===== src/rtl/rename_reg_file_pkg.sv =====
// Shared defaults and types for the rename register file.
// Contents:
//   XLEN, NREG, AW, TAG_W, NREAD : default geometry
//   word_t, reg_idx_t, rob_tag_t : default-width data / index / tag types
package regfile_pkg;

    localparam int XLEN  = 32;
    localparam int NREG  = 32;
    localparam int AW    = $clog2(NREG);
    localparam int TAG_W = 4;
    localparam int NREAD = 2;

    typedef logic [XLEN-1:0]  word_t;
    typedef logic [AW-1:0]    reg_idx_t;
    typedef logic [TAG_W-1:0] rob_tag_t;

endpackage


===== src/rtl/rename_reg_file_if.sv =====
// Decode / issue / commit bus of the rename register file.
// Handshake semantics: there is no back-pressure. rdy_in is a global
// advance enable: while it is high every *_valid_in / flush_in is consumed
// at the rising clock edge; while it is low all inputs are ignored and all
// state and read outputs hold.
// Modports:
//   master : core side, drives requests, receives read results
//   slave  : register file side
interface rename_reg_file_if #(
    parameter int XLEN  = regfile_pkg::XLEN,
    parameter int AW    = regfile_pkg::AW,
    parameter int NREAD = regfile_pkg::NREAD,
    parameter int TAG_W = regfile_pkg::TAG_W
);
    logic                   rdy_in;
    logic [NREAD-1:0]       rd_valid_in;
    logic [NREAD*AW-1:0]    rd_addr_in;
    logic [NREAD*XLEN-1:0]  rd_data_out;
    logic [NREAD-1:0]       rd_busy_out;
    logic [NREAD*TAG_W-1:0] rd_tag_out;
    logic                   iss_valid_in;
    logic [AW-1:0]          iss_rd_in;
    logic [TAG_W-1:0]       iss_tag_in;
    logic                   cmt_valid_in;
    logic [AW-1:0]          cmt_rd_in;
    logic [TAG_W-1:0]       cmt_tag_in;
    logic [XLEN-1:0]        cmt_data_in;
    logic                   flush_in;

    modport master (
        output rdy_in, rd_valid_in, rd_addr_in,
        output iss_valid_in, iss_rd_in, iss_tag_in,
        output cmt_valid_in, cmt_rd_in, cmt_tag_in, cmt_data_in, flush_in,
        input  rd_data_out, rd_busy_out, rd_tag_out
    );

    modport slave (
        input  rdy_in, rd_valid_in, rd_addr_in,
        input  iss_valid_in, iss_rd_in, iss_tag_in,
        input  cmt_valid_in, cmt_rd_in, cmt_tag_in, cmt_data_in, flush_in,
        output rd_data_out, rd_busy_out, rd_tag_out
    );
endinterface


===== src/rtl/rename_reg_file_read_port.sv =====
// One read port: takes the pre-update register state for its address,
// applies flush masking (and commit forwarding when REGFILE_BYPASS_EN is
// defined) and registers the result.
// Ports:
//   clk, rst_n                 : clock, async active-low reset
//   en                         : capture enable (global ready & port valid)
//   addr                       : register index being read
//   data_raw/busy_raw/tag_raw  : register state at addr before this edge
//   cmt_*                      : same-cycle commit (used for forwarding)
//   flush                      : same-cycle flush, forces busy low
//   data/busy/tag              : registered read result
module regfile_read_port #(
    parameter int XLEN  = regfile_pkg::XLEN,
    parameter int AW    = regfile_pkg::AW,
    parameter int TAG_W = regfile_pkg::TAG_W
) (
    input  logic             clk,
    input  logic             rst_n,
    input  logic             en,
    input  logic [AW-1:0]    addr,
    input  logic [XLEN-1:0]  data_raw,
    input  logic             busy_raw,
    input  logic [TAG_W-1:0] tag_raw,
    input  logic             cmt_valid,
    input  logic [AW-1:0]    cmt_rd,
    input  logic [TAG_W-1:0] cmt_tag,
    input  logic [XLEN-1:0]  cmt_data,
    input  logic             flush,
    output logic [XLEN-1:0]  data,
    output logic             busy,
    output logic [TAG_W-1:0] tag
);
    import regfile_pkg::*;

    logic [XLEN-1:0]  data_nxt;
    logic             busy_nxt;
    logic [TAG_W-1:0] tag_nxt;

`ifdef REGFILE_BYPASS_EN
    logic unused_addr_ok;
    assign unused_addr_ok = 1'b0;
`else
    // Without forwarding the commit bus is seen by the consumer on the CDB.
    logic unused_cmt;
    assign unused_cmt = ^{cmt_valid, cmt_rd, cmt_tag, cmt_data, addr};
`endif

    always_comb begin
        data_nxt = data_raw;
        busy_nxt = busy_raw;
        tag_nxt  = tag_raw;
`ifdef REGFILE_BYPASS_EN
        // Forward a same-cycle commit; busy drops only for the latest producer.
        if (cmt_valid && (cmt_rd == addr) && (addr != '0)) begin
            data_nxt = cmt_data;
            if (tag_raw == cmt_tag) busy_nxt = 1'b0;
        end
`endif
        if (flush) busy_nxt = 1'b0;
    end

    always_ff @(posedge clk or negedge rst_n) begin
        if (!rst_n) begin
            data <= '0;
            busy <= 1'b0;
            tag  <= '0;
        end else if (en) begin
            data <= data_nxt;
            busy <= busy_nxt;
            tag  <= tag_nxt;
        end
    end
endmodule


===== src/rtl/rename_reg_file.sv =====
// Architectural register file with per-register rename tracking.
// Holds data/busy/tag per register; issue marks a register busy with its
// ROB tag, commit writes data and clears busy only for the latest producer,
// flush clears all rename state. Reads have one cycle latency and observe
// the state before the same-cycle issue/commit.
// Optional feature: define REGFILE_BYPASS_EN to forward a same-cycle commit
// to the read ports.
// Ports:
//   clk_in   : clock, all state on rising edge
//   rst_n_in : asynchronous active-low reset
//   bus      : rename_reg_file_if.slave (reads, issue, commit, flush, rdy)
module rename_reg_file #(
    parameter int XLEN  = regfile_pkg::XLEN,
    parameter int NREG  = regfile_pkg::NREG,
    parameter int NREAD = regfile_pkg::NREAD,
    parameter int TAG_W = regfile_pkg::TAG_W
) (
    input  logic             clk_in,
    input  logic             rst_n_in,
    rename_reg_file_if.slave bus
);
    import regfile_pkg::*;

    localparam int AW = $clog2(NREG);

    logic [XLEN-1:0]  data_q [NREG];
    logic [NREG-1:0]  busy_q;
    logic [TAG_W-1:0] tag_q  [NREG];

    // Register 0 is hardwired: writes and renames to it are dropped.
    logic cmt_hit;
    logic iss_hit;
    assign cmt_hit = bus.cmt_valid_in && (bus.cmt_rd_in != '0);
    assign iss_hit = bus.iss_valid_in && (bus.iss_rd_in != '0);

    always_ff @(posedge clk_in or negedge rst_n_in) begin
        if (!rst_n_in) begin
            busy_q <= '0;
            for (int i = 0; i < NREG; i++) begin
                data_q[i] <= '0;
                tag_q[i]  <= '0;
            end
        end else if (bus.rdy_in) begin
            if (cmt_hit) begin
                data_q[bus.cmt_rd_in] <= bus.cmt_data_in;
                // A stale commit (older tag) must not clear a newer rename.
                if (tag_q[bus.cmt_rd_in] == bus.cmt_tag_in)
                    busy_q[bus.cmt_rd_in] <= 1'b0;
            end
            // Later assignments win: flush beats issue, issue beats commit.
            if (bus.flush_in) begin
                busy_q <= '0;
                for (int i = 0; i < NREG; i++) tag_q[i] <= '0;
            end else if (iss_hit) begin
                busy_q[bus.iss_rd_in] <= 1'b1;
                tag_q[bus.iss_rd_in]  <= bus.iss_tag_in;
            end
        end
    end

    logic [XLEN-1:0]  port_data [NREAD];
    logic             port_busy [NREAD];
    logic [TAG_W-1:0] port_tag  [NREAD];

    for (genvar p = 0; p < NREAD; p++) begin : g_port
        logic [AW-1:0] addr;
        assign addr = bus.rd_addr_in[p*AW +: AW];

        regfile_read_port #(
            .XLEN (XLEN),
            .AW   (AW),
            .TAG_W(TAG_W)
        ) u_port (
            .clk      (clk_in),
            .rst_n    (rst_n_in),
            .en       (bus.rdy_in & bus.rd_valid_in[p]),
            .addr     (addr),
            .data_raw (data_q[addr]),
            .busy_raw (busy_q[addr]),
            .tag_raw  (tag_q[addr]),
            .cmt_valid(bus.cmt_valid_in),
            .cmt_rd   (bus.cmt_rd_in),
            .cmt_tag  (bus.cmt_tag_in),
            .cmt_data (bus.cmt_data_in),
            .flush    (bus.flush_in),
            .data     (port_data[p]),
            .busy     (port_busy[p]),
            .tag      (port_tag[p])
        );
    end

    always_comb begin
        bus.rd_data_out = '0;
        bus.rd_busy_out = '0;
        bus.rd_tag_out  = '0;
        for (int p = 0; p < NREAD; p++) begin
            bus.rd_data_out[p*XLEN +: XLEN]  = port_data[p];
            bus.rd_busy_out[p]               = port_busy[p];
            bus.rd_tag_out[p*TAG_W +: TAG_W] = port_tag[p];
        end
    end
endmodule


===== src/flat_wrapper.sv =====
// flat-port wrapper written by rule: the top's interface ports become plain ports
module rename_reg_file_flat import regfile_pkg::*;
#(
    parameter int XLEN  = regfile_pkg::XLEN,
    parameter int NREG  = regfile_pkg::NREG,
    parameter int NREAD = regfile_pkg::NREAD,
    parameter int TAG_W = regfile_pkg::TAG_W
)
  (clk_in, rst_n_in, bus_rdy_in, bus_rd_valid_in, bus_rd_addr_in, bus_iss_valid_in, bus_iss_rd_in, bus_iss_tag_in, bus_cmt_valid_in, bus_cmt_rd_in, bus_cmt_tag_in, bus_cmt_data_in, bus_flush_in, bus_rd_data_out, bus_rd_busy_out, bus_rd_tag_out);
  rename_reg_file_if #(.XLEN(XLEN), .AW(AW), .NREAD(NREAD), .TAG_W(TAG_W)) bus_i ();
  input  logic clk_in;
  input  logic rst_n_in;
  input wire logic [$bits(bus_i.rdy_in)-1:0] bus_rdy_in;
  input wire logic [$bits(bus_i.rd_valid_in)-1:0] bus_rd_valid_in;
  input wire logic [$bits(bus_i.rd_addr_in)-1:0] bus_rd_addr_in;
  input wire logic [$bits(bus_i.iss_valid_in)-1:0] bus_iss_valid_in;
  input wire logic [$bits(bus_i.iss_rd_in)-1:0] bus_iss_rd_in;
  input wire logic [$bits(bus_i.iss_tag_in)-1:0] bus_iss_tag_in;
  input wire logic [$bits(bus_i.cmt_valid_in)-1:0] bus_cmt_valid_in;
  input wire logic [$bits(bus_i.cmt_rd_in)-1:0] bus_cmt_rd_in;
  input wire logic [$bits(bus_i.cmt_tag_in)-1:0] bus_cmt_tag_in;
  input wire logic [$bits(bus_i.cmt_data_in)-1:0] bus_cmt_data_in;
  input wire logic [$bits(bus_i.flush_in)-1:0] bus_flush_in;
  output wire logic [$bits(bus_i.rd_data_out)-1:0] bus_rd_data_out;
  output wire logic [$bits(bus_i.rd_busy_out)-1:0] bus_rd_busy_out;
  output wire logic [$bits(bus_i.rd_tag_out)-1:0] bus_rd_tag_out;
  assign bus_i.rdy_in = bus_rdy_in;
  assign bus_i.rd_valid_in = bus_rd_valid_in;
  assign bus_i.rd_addr_in = bus_rd_addr_in;
  assign bus_i.iss_valid_in = bus_iss_valid_in;
  assign bus_i.iss_rd_in = bus_iss_rd_in;
  assign bus_i.iss_tag_in = bus_iss_tag_in;
  assign bus_i.cmt_valid_in = bus_cmt_valid_in;
  assign bus_i.cmt_rd_in = bus_cmt_rd_in;
  assign bus_i.cmt_tag_in = bus_cmt_tag_in;
  assign bus_i.cmt_data_in = bus_cmt_data_in;
  assign bus_i.flush_in = bus_flush_in;
  assign bus_rd_data_out = bus_i.rd_data_out;
  assign bus_rd_busy_out = bus_i.rd_busy_out;
  assign bus_rd_tag_out = bus_i.rd_tag_out;
  rename_reg_file #(.XLEN(XLEN), .NREG(NREG), .NREAD(NREAD), .TAG_W(TAG_W)) u_core (.clk_in(clk_in), .rst_n_in(rst_n_in), .bus(bus_i));
endmodule

===== config.mk =====
export PLATFORM = sky130hd
export DESIGN_NAME = rename_reg_file_flat
export DESIGN_NICKNAME = d
export VERILOG_FILES = /design/src/rtl/rename_reg_file_pkg.sv /design/src/rtl/rename_reg_file_if.sv /design/src/rtl/rename_reg_file_read_port.sv /design/src/rtl/rename_reg_file.sv /design/src/flat_wrapper.sv
export SDC_FILE = /design/constraint.sdc
export NUM_CORES = 2
export LEC_CHECK = 0
export BUFFER_PORTS_ARGS = -buffer_cell sky130_fd_sc_hd__buf_2
export CORE_MARGIN = 2
export CORE_UTILIZATION = 50
export CTS_CLUSTER_DIAMETER = 80
export DETAILED_ROUTE_END_ITERATION = 10
export PLACE_DENSITY = 0.78
export SLEW_MARGIN = 40
export SYNTH_ARGS = -nofsm -noshare
export SYNTH_HDL_FRONTEND = slang
export SYNTH_HIERARCHICAL = 1
export SYNTH_SLANG_ARGS = --single-unit

===== constraint.sdc =====
create_clock -name clk_in -period 2.4 [get_ports clk_in]
set_input_delay 0.6 -clock clk_in [delete_from_list [all_inputs] [get_ports clk_in]]
set_output_delay 0.6 -clock clk_in [all_outputs]
set_load 0.03 [all_outputs]

After elaboration in Yosys (flattened, before gate mapping)
Index checks and enable logic that the tools add are counted.
- register bits after elaboration: 1258
- input port bits: 68
- output and inout bits: 74
- word-level logic and storage cells: 142
- order comparisons: 12
- eq/ne operators: 1
- multiplexer cells: 38
- bitwise operators: 9
- reductions and logical operators: 11
- operators by type and width (operator ; count):
    1024-bit bitwise mux ; 1
    32-bit binary-select mux with 5-bit select ; 2
    32-bit two-way mux ; 10
    128-bit two-way mux ; 2
    32-bit demux with 5-bit select ; 1
    128-bit bitwise mux ; 1
    4-bit binary-select mux with 5-bit select ; 3
    32-bit AND ; 1
    32-bit inverter ; 1
    32-bit bitwise OR ; 1
    4-bit two-way mux ; 7
    6-bit greater-or-equal comparator, second input constant ; 4
    5-bit by 6-bit < comparator with 1-bit output, second input constant ; 4
    5-bit inverter with 6-bit output ; 4
    4-bit demux with 5-bit select ; 1
    6-bit by 1-bit < comparator with 1-bit output, second input constant ; 2
    1-bit binary-select mux with 5-bit select ; 2
    1-bit demux with 5-bit select ; 2
    5-bit by 1-bit greater-or-equal comparator with 1-bit output, second input constant ; 2
    5-bit nonzero test ; 2
    1-bit logical AND ; 6
    1-bit two-way mux ; 6
    4-bit == test ; 1
    2-bit AND reduction ; 2
    other kinds (2) ; 3

Depth between registers and ports, before layout
- depth in word-level cells: 12
- mapped depth: 11
- gate-level depth less buffers: 7

Hierarchy
Netlist, hierarchy kept.
- modules (own cells, without submodules) (module ; instances ; cells each ; area an instance (µm²) ; seq. area each (µm²)):
    rename_reg_file ; 1 ; 4207 ; 64585.7 ; 29628.4
    regfile_read_port ; 2 ; 80 ; 1453.9 ; 925.9

Least setup slack after synthesis
No wires, ideal clock.
- kind: input to register
- start point: input bus_rd_addr_in[0]
- end point: register u_core.g_port[0].u_port.tag[3]
- library setup time: 0.125 ns
- arrival time: 2.876 ns
- required time: 2.275 ns
- path slack: -0.601 ns
- cell stages on the path: 7
- buffers on the path: 3
- path through: clkbuf_1 buf_2 buf_2 mux4_2 mux4_2 mux2_2 mux2_2
- word-level cells in the longest chain between the ends: 4
- RTL lines (element ; RTL line ; source):
    from (decl) ; flat_wrapper.sv:15 ; input wire logic [$bits(bus_i.rd_addr_in)-1:0] bus_rd_addr_in;
    5-bit inverter with 6-bit output (implied by the code) ; rename_reg_file.sv:80 ; .tag_raw (tag_q[addr]),
    4-bit binary-select mux with 5-bit select ; rename_reg_file.sv:80 ;
    4-bit two-way mux (implied by the code) (2 in a row) ; rename_reg_file.sv:80 ;
    to (signal assigned) ; rename_reg_file_read_port.sv:70 ; tag <= tag_nxt;
    to (decl) ; rename_reg_file_read_port.sv:31 ; output logic [TAG_W-1:0] tag
No other way between the ends. The select of a mux whose other input is x is not followed.
A chain may end at the register's enable or synchronous reset.

Worst setup path in the final report
- start point: register u_core/tag_q[110] in the netlist's numbering
- end point: register u_core.busy_q[25]
- word-level cells in the longest chain between the ends: 10
- RTL lines (element ; RTL line ; source):
    from (decl) ; rename_reg_file.sv:28 ; logic [TAG_W-1:0] tag_q [NREG];
    from (signal, indexed assignment) ; rename_reg_file.sv:56 ; tag_q[bus.iss_rd_in] <= bus.iss_tag_in;
    4-bit binary-select mux with 5-bit select (*) ; rename_reg_file.sv:47 ; if (tag_q[bus.cmt_rd_in] == bus.cmt_tag_in)
    4-bit two-way mux (implied by the code) (*) (2 in a row) ; rename_reg_file.sv:47 ;
    4-bit == test (*) ; rename_reg_file.sv:47 ;
    32-bit two-way mux (*) ; rename_reg_file.sv:47 ;
    32-bit two-way mux (*) ; rename_reg_file.sv:44 ; if (cmt_hit) begin
    32-bit two-way mux (*) ; rename_reg_file.sv:43 ; end else if (bus.rdy_in) begin
    32-bit bitwise OR (no line) ; n/a ;
    32-bit two-way mux (*) ; rename_reg_file.sv:54 ; end else if (iss_hit) begin
    32-bit two-way mux (*) ; rename_reg_file.sv:51 ; if (bus.flush_in) begin
    to (signal, indexed assignment) ; rename_reg_file.sv:48 ; busy_q[bus.cmt_rd_in] <= 1'b0;
    to (signal assigned) ; rename_reg_file.sv:52 ; busy_q <= '0;
    to (signal, indexed assignment) ; rename_reg_file.sv:55 ; busy_q[bus.iss_rd_in] <= 1'b1;
    to (decl) ; rename_reg_file.sv:27 ; logic [NREG-1:0] busy_q;
Mark *: on every way between the ends. The rest lies on a longest branch, timed or not. The select of a mux whose other input is x is not followed.

==> impl_results.md <==
- Status: complete, but fails checks
- Failing checks: setup timing
- Int Power: between 40 and 50 mW
- CTS Buf Count: roughly 140
- Mapped cell area: between 0.06 and 0.07 mm2
- Tcrit/Tclk final: 102%
- Via count: 44072
- Largest net degree at the start of global routing: between 100 and 150
- Main synth FF type: dfrtp_1
- Skew-Pair Late Insertion Delay: ~0.8 ns
- WL/cell: 31.1 um
- Die Ht: 371 um
- H-tree depth: 4
- Switch Pwr: 16.0 mW
- Hold slack: 0.256 ns
- Antenna Nets Post-Route: 0
- Finish-stage setup viols: 28
- Initial antenna violation count: 11
- Iter 0 DRT Violations: 5001
- Seq pwr share: between 40% and 50%
- Area after DPL: 0.0743 mm2
- Root Driver: clkbuf_16
- Hold Crit Class: in -> reg
- Die W: approximately 370 um
- Post-layout power: 58.9 mW
- Crit-path slowest cell: mux4_2
- Global-route wire length before repair: 305 mm
- Worst-path maximum fanout: 7
- Yosys top cell by area: dfrtp_1
- Max Cap Viol: 0
- Final-report max-slew violation count: 0
- DR vias/cell: 6.80
- Top Ports: 142
- Slew Limit Headroom: 60.2%
- Min Tclk post-route: 2.46 ns
- Total GRT Usage: about 30%
- Gate power share: 18.6%
- Setup Crit Path Kind: reg -> reg
- PD cells: 746 mW/mm2
- Worst path top cell family by delay: compound AO/OA/AOI/OAI gates
- Hold Fails Final Rpt: 0
- CP max stage delay: 0.52 ns
- Mapped Avg Cell Area: 15.5 um2
- Total clock sinks: ~1300
- Post-Route WL: 202 mm
- Full die area: 0.138 mm2
- CP Cell Sequence: mux4_2, o211ai_1, nand4_1, xor2_1, a2111oi_4, buf_12, buf_4, o21ai_2
- Residual DRC: 0
- Fmax: 407 MHz
- GRT overflow: 0
- VDD IR max: 562 uV
- CTS clock-pin slew for the worst setup and hold paths: 0.06 ns
- Dominant cells by area after synthesis: dfrtp_1 47%, mux4_2 25%, mux2_2 18%
- CTS tree: done
- Share of cells above drive strength 1: 58.0%
- Row count: 134
- Slew @ Worst Pin: 0.596 ns
- Initial core utilization: 50.4%
- I/O Buffers: roughly 140
- HPWL after DPL: 132 mm
- RSZ-0062 raised after global routing: true
- Worst EP required: 3.07 ns
- Drt pass-1 iters: 6
- Worst Path Arrival: around 3.1 ns
- Yosys warning count: 6
- CP startpoint kind: flop
- Nets: 4683
- Yosys cell types: 53
- Gate Count Post-Synth: 4367
- Net Sw Frac: 27.2%
- Longest Clk Path Bufs: 3
- Flop and latch count out of synthesis: 1258
- Sequential cell area fraction in the yosys report: 46.6%
- Core ar.: 0.134 mm2
- Vias in the first global route: 46647
- Cells after DPL: approximately 6200
- Critical Path End Type: flop
- CP bufs+invs: 2
- PnR worst setup slack: -0.0577 ns
- Area Growth Syn to Fin: 16.9%
- LEAKAGE: 34.9 nW
- EDFF count, synth: 0
- Post-synthesis async set-or-reset flop share: 100%
- Fill count: ~9800
- Clock skew: about 0.019 ns
- Final instance area: 0.0789 mm2
- Clock power share: 36.8%
- Syn Nets: 4435
- Routability cong.: a little under 1
- Final Non-Filler Cells: around 6500
- Top cell type's share of synthesized area: 46.6%
[sequential cells by signal, indices dropped and copies added, names as in the netlist]
name,flops
u_core/busy_q,32
u_core/data_q,1024
u_core/g_port.u_port/busy,2
u_core/g_port.u_port/data,64
u_core/g_port.u_port/tag,8
u_core/tag_q,128
[final cells by class]
class	count	area, um2	area share [%]
clock buffers	185	3830	4.86
diodes	3	7.51	0.00951
well taps	1768	2210	2.80
clock inverters	52	741	0.939
flip-flops and latches	1258	31500	39.9
inverters	40	150	0.190
multi-input cells	2597	34100	43.2
repair buffers	582	6410	8.13
[stage by stage]
step / util [%] / setup slack [ns] / setup TNS [ns]
after CTS: 59.0 / -0.106 / -2.48
after global placement: 55.5 / -0.607 / -187.18
after global routing: 59.0 / -0.101 / -2.11
after floorplan: - / -0.232 / -19.91
after detailed placement: 55.5 / -0.619 / -197.15
final: 59.0 / -0.0577 / -1.14
[path summary, 6_finish.rpt]
kind | slack [ns] | start | to | depth (start not counted)
setup / recovery | -0.06 | u_core/tag_q[110] | u_core/busy_q[25] | 8
hold / removal | 0.26 | bus_flush_in | u_core/tag_q[123] | 2
setup reg to reg | -0.06 | u_core/tag_q[110] | u_core/busy_q[25] | 8
hold reg to reg | 0.39 | u_core/data_q[1009] | u_core/data_q[1009] | 0
max in group asynchronous | 1.11 | rst_n_in | u_core/data_q[768] | 4
min in group asynchronous | 0.29 | rst_n_in | u_core/tag_q[91] | 2
[cell usage after synthesis (9+ instances only)]
cell      count
and3_1        9
nor2_1       71
a21oi_1      17
mux2_4       36
nand4_1       9
buf_1        45
a22oi_1      40
dfrtp_1    1258
a31oi_1      11
mux4_2      744
o21ai_2      27
mux2_2     1091
o21ai_0     122
mux2i_1      56
nand2_1     191
mux2_1       11
nand3_1      19
and2_1       11
inv_1        40
buf_6        14
o22ai_1      35
buf_2       113
o22a_1       27
clkbuf_1    293
[what timing repair did]
item                                    4_1_cts  5_1_grt
hold endpoints to repair                     78        0
hold buffers                                  1        0
buffers inserted                              1        0
pin swaps                                     3        2
gates resized for setup                       1        1
endpoints found under the setup margin       27       31
[cell usage in the layout, fill, tap and decap left out, drive strengths merged, types with 49 or more instances in the layout]
cell type	netlist	layout
dfrtp	1258	1258
nand2	191	191
mux2i	56	56
mux2	1138	1138
nor2	77	77
buf	178	581
mux4	744	744
inv	40	49
o21ai	152	152
clkbuf	294	185
[metal layers]
| layer | vias to the layer above | routed length [um] | track usage [%] |
|---|---|---|---|
| li1 | 17410 | - | - |
| met1 | 23709 | 76900 | 40.1 |
| met2 | 2353 | 95900 | 46.7 |
| met3 | 590 | 19500 | 7.43 |
| met4 | 10 | 9640 | 13.3 |
| met5 | - | 58 | 0 |
[power by group through the flow]
stage | logic (mW) | registers [mW] | clock network, mW
floorplan | 7.50 | 26.2 | 0
global placement | 10.5 | 26.3 | 0
detailed placement | 10.9 | 26.5 | 0
CTS | 11.0 | 26.2 | 21.9
global route | 11.6 | 26.6 | 22.8
finish | 11.0 | 26.3 | 21.7
[cell families after synthesis]
kind of cell	Yosys count	share of synthesized area (%)
AOI/OAI and AO/OA	299	2.86
xor gates and xnor gates	3	0.0389
DFF	1258	46.6
and+or+nand+nor	357	2.35
buffers and inverters	512	3.26
muxes	1938	44.8
No activity file was read; power rests on OpenSTA's default activity.
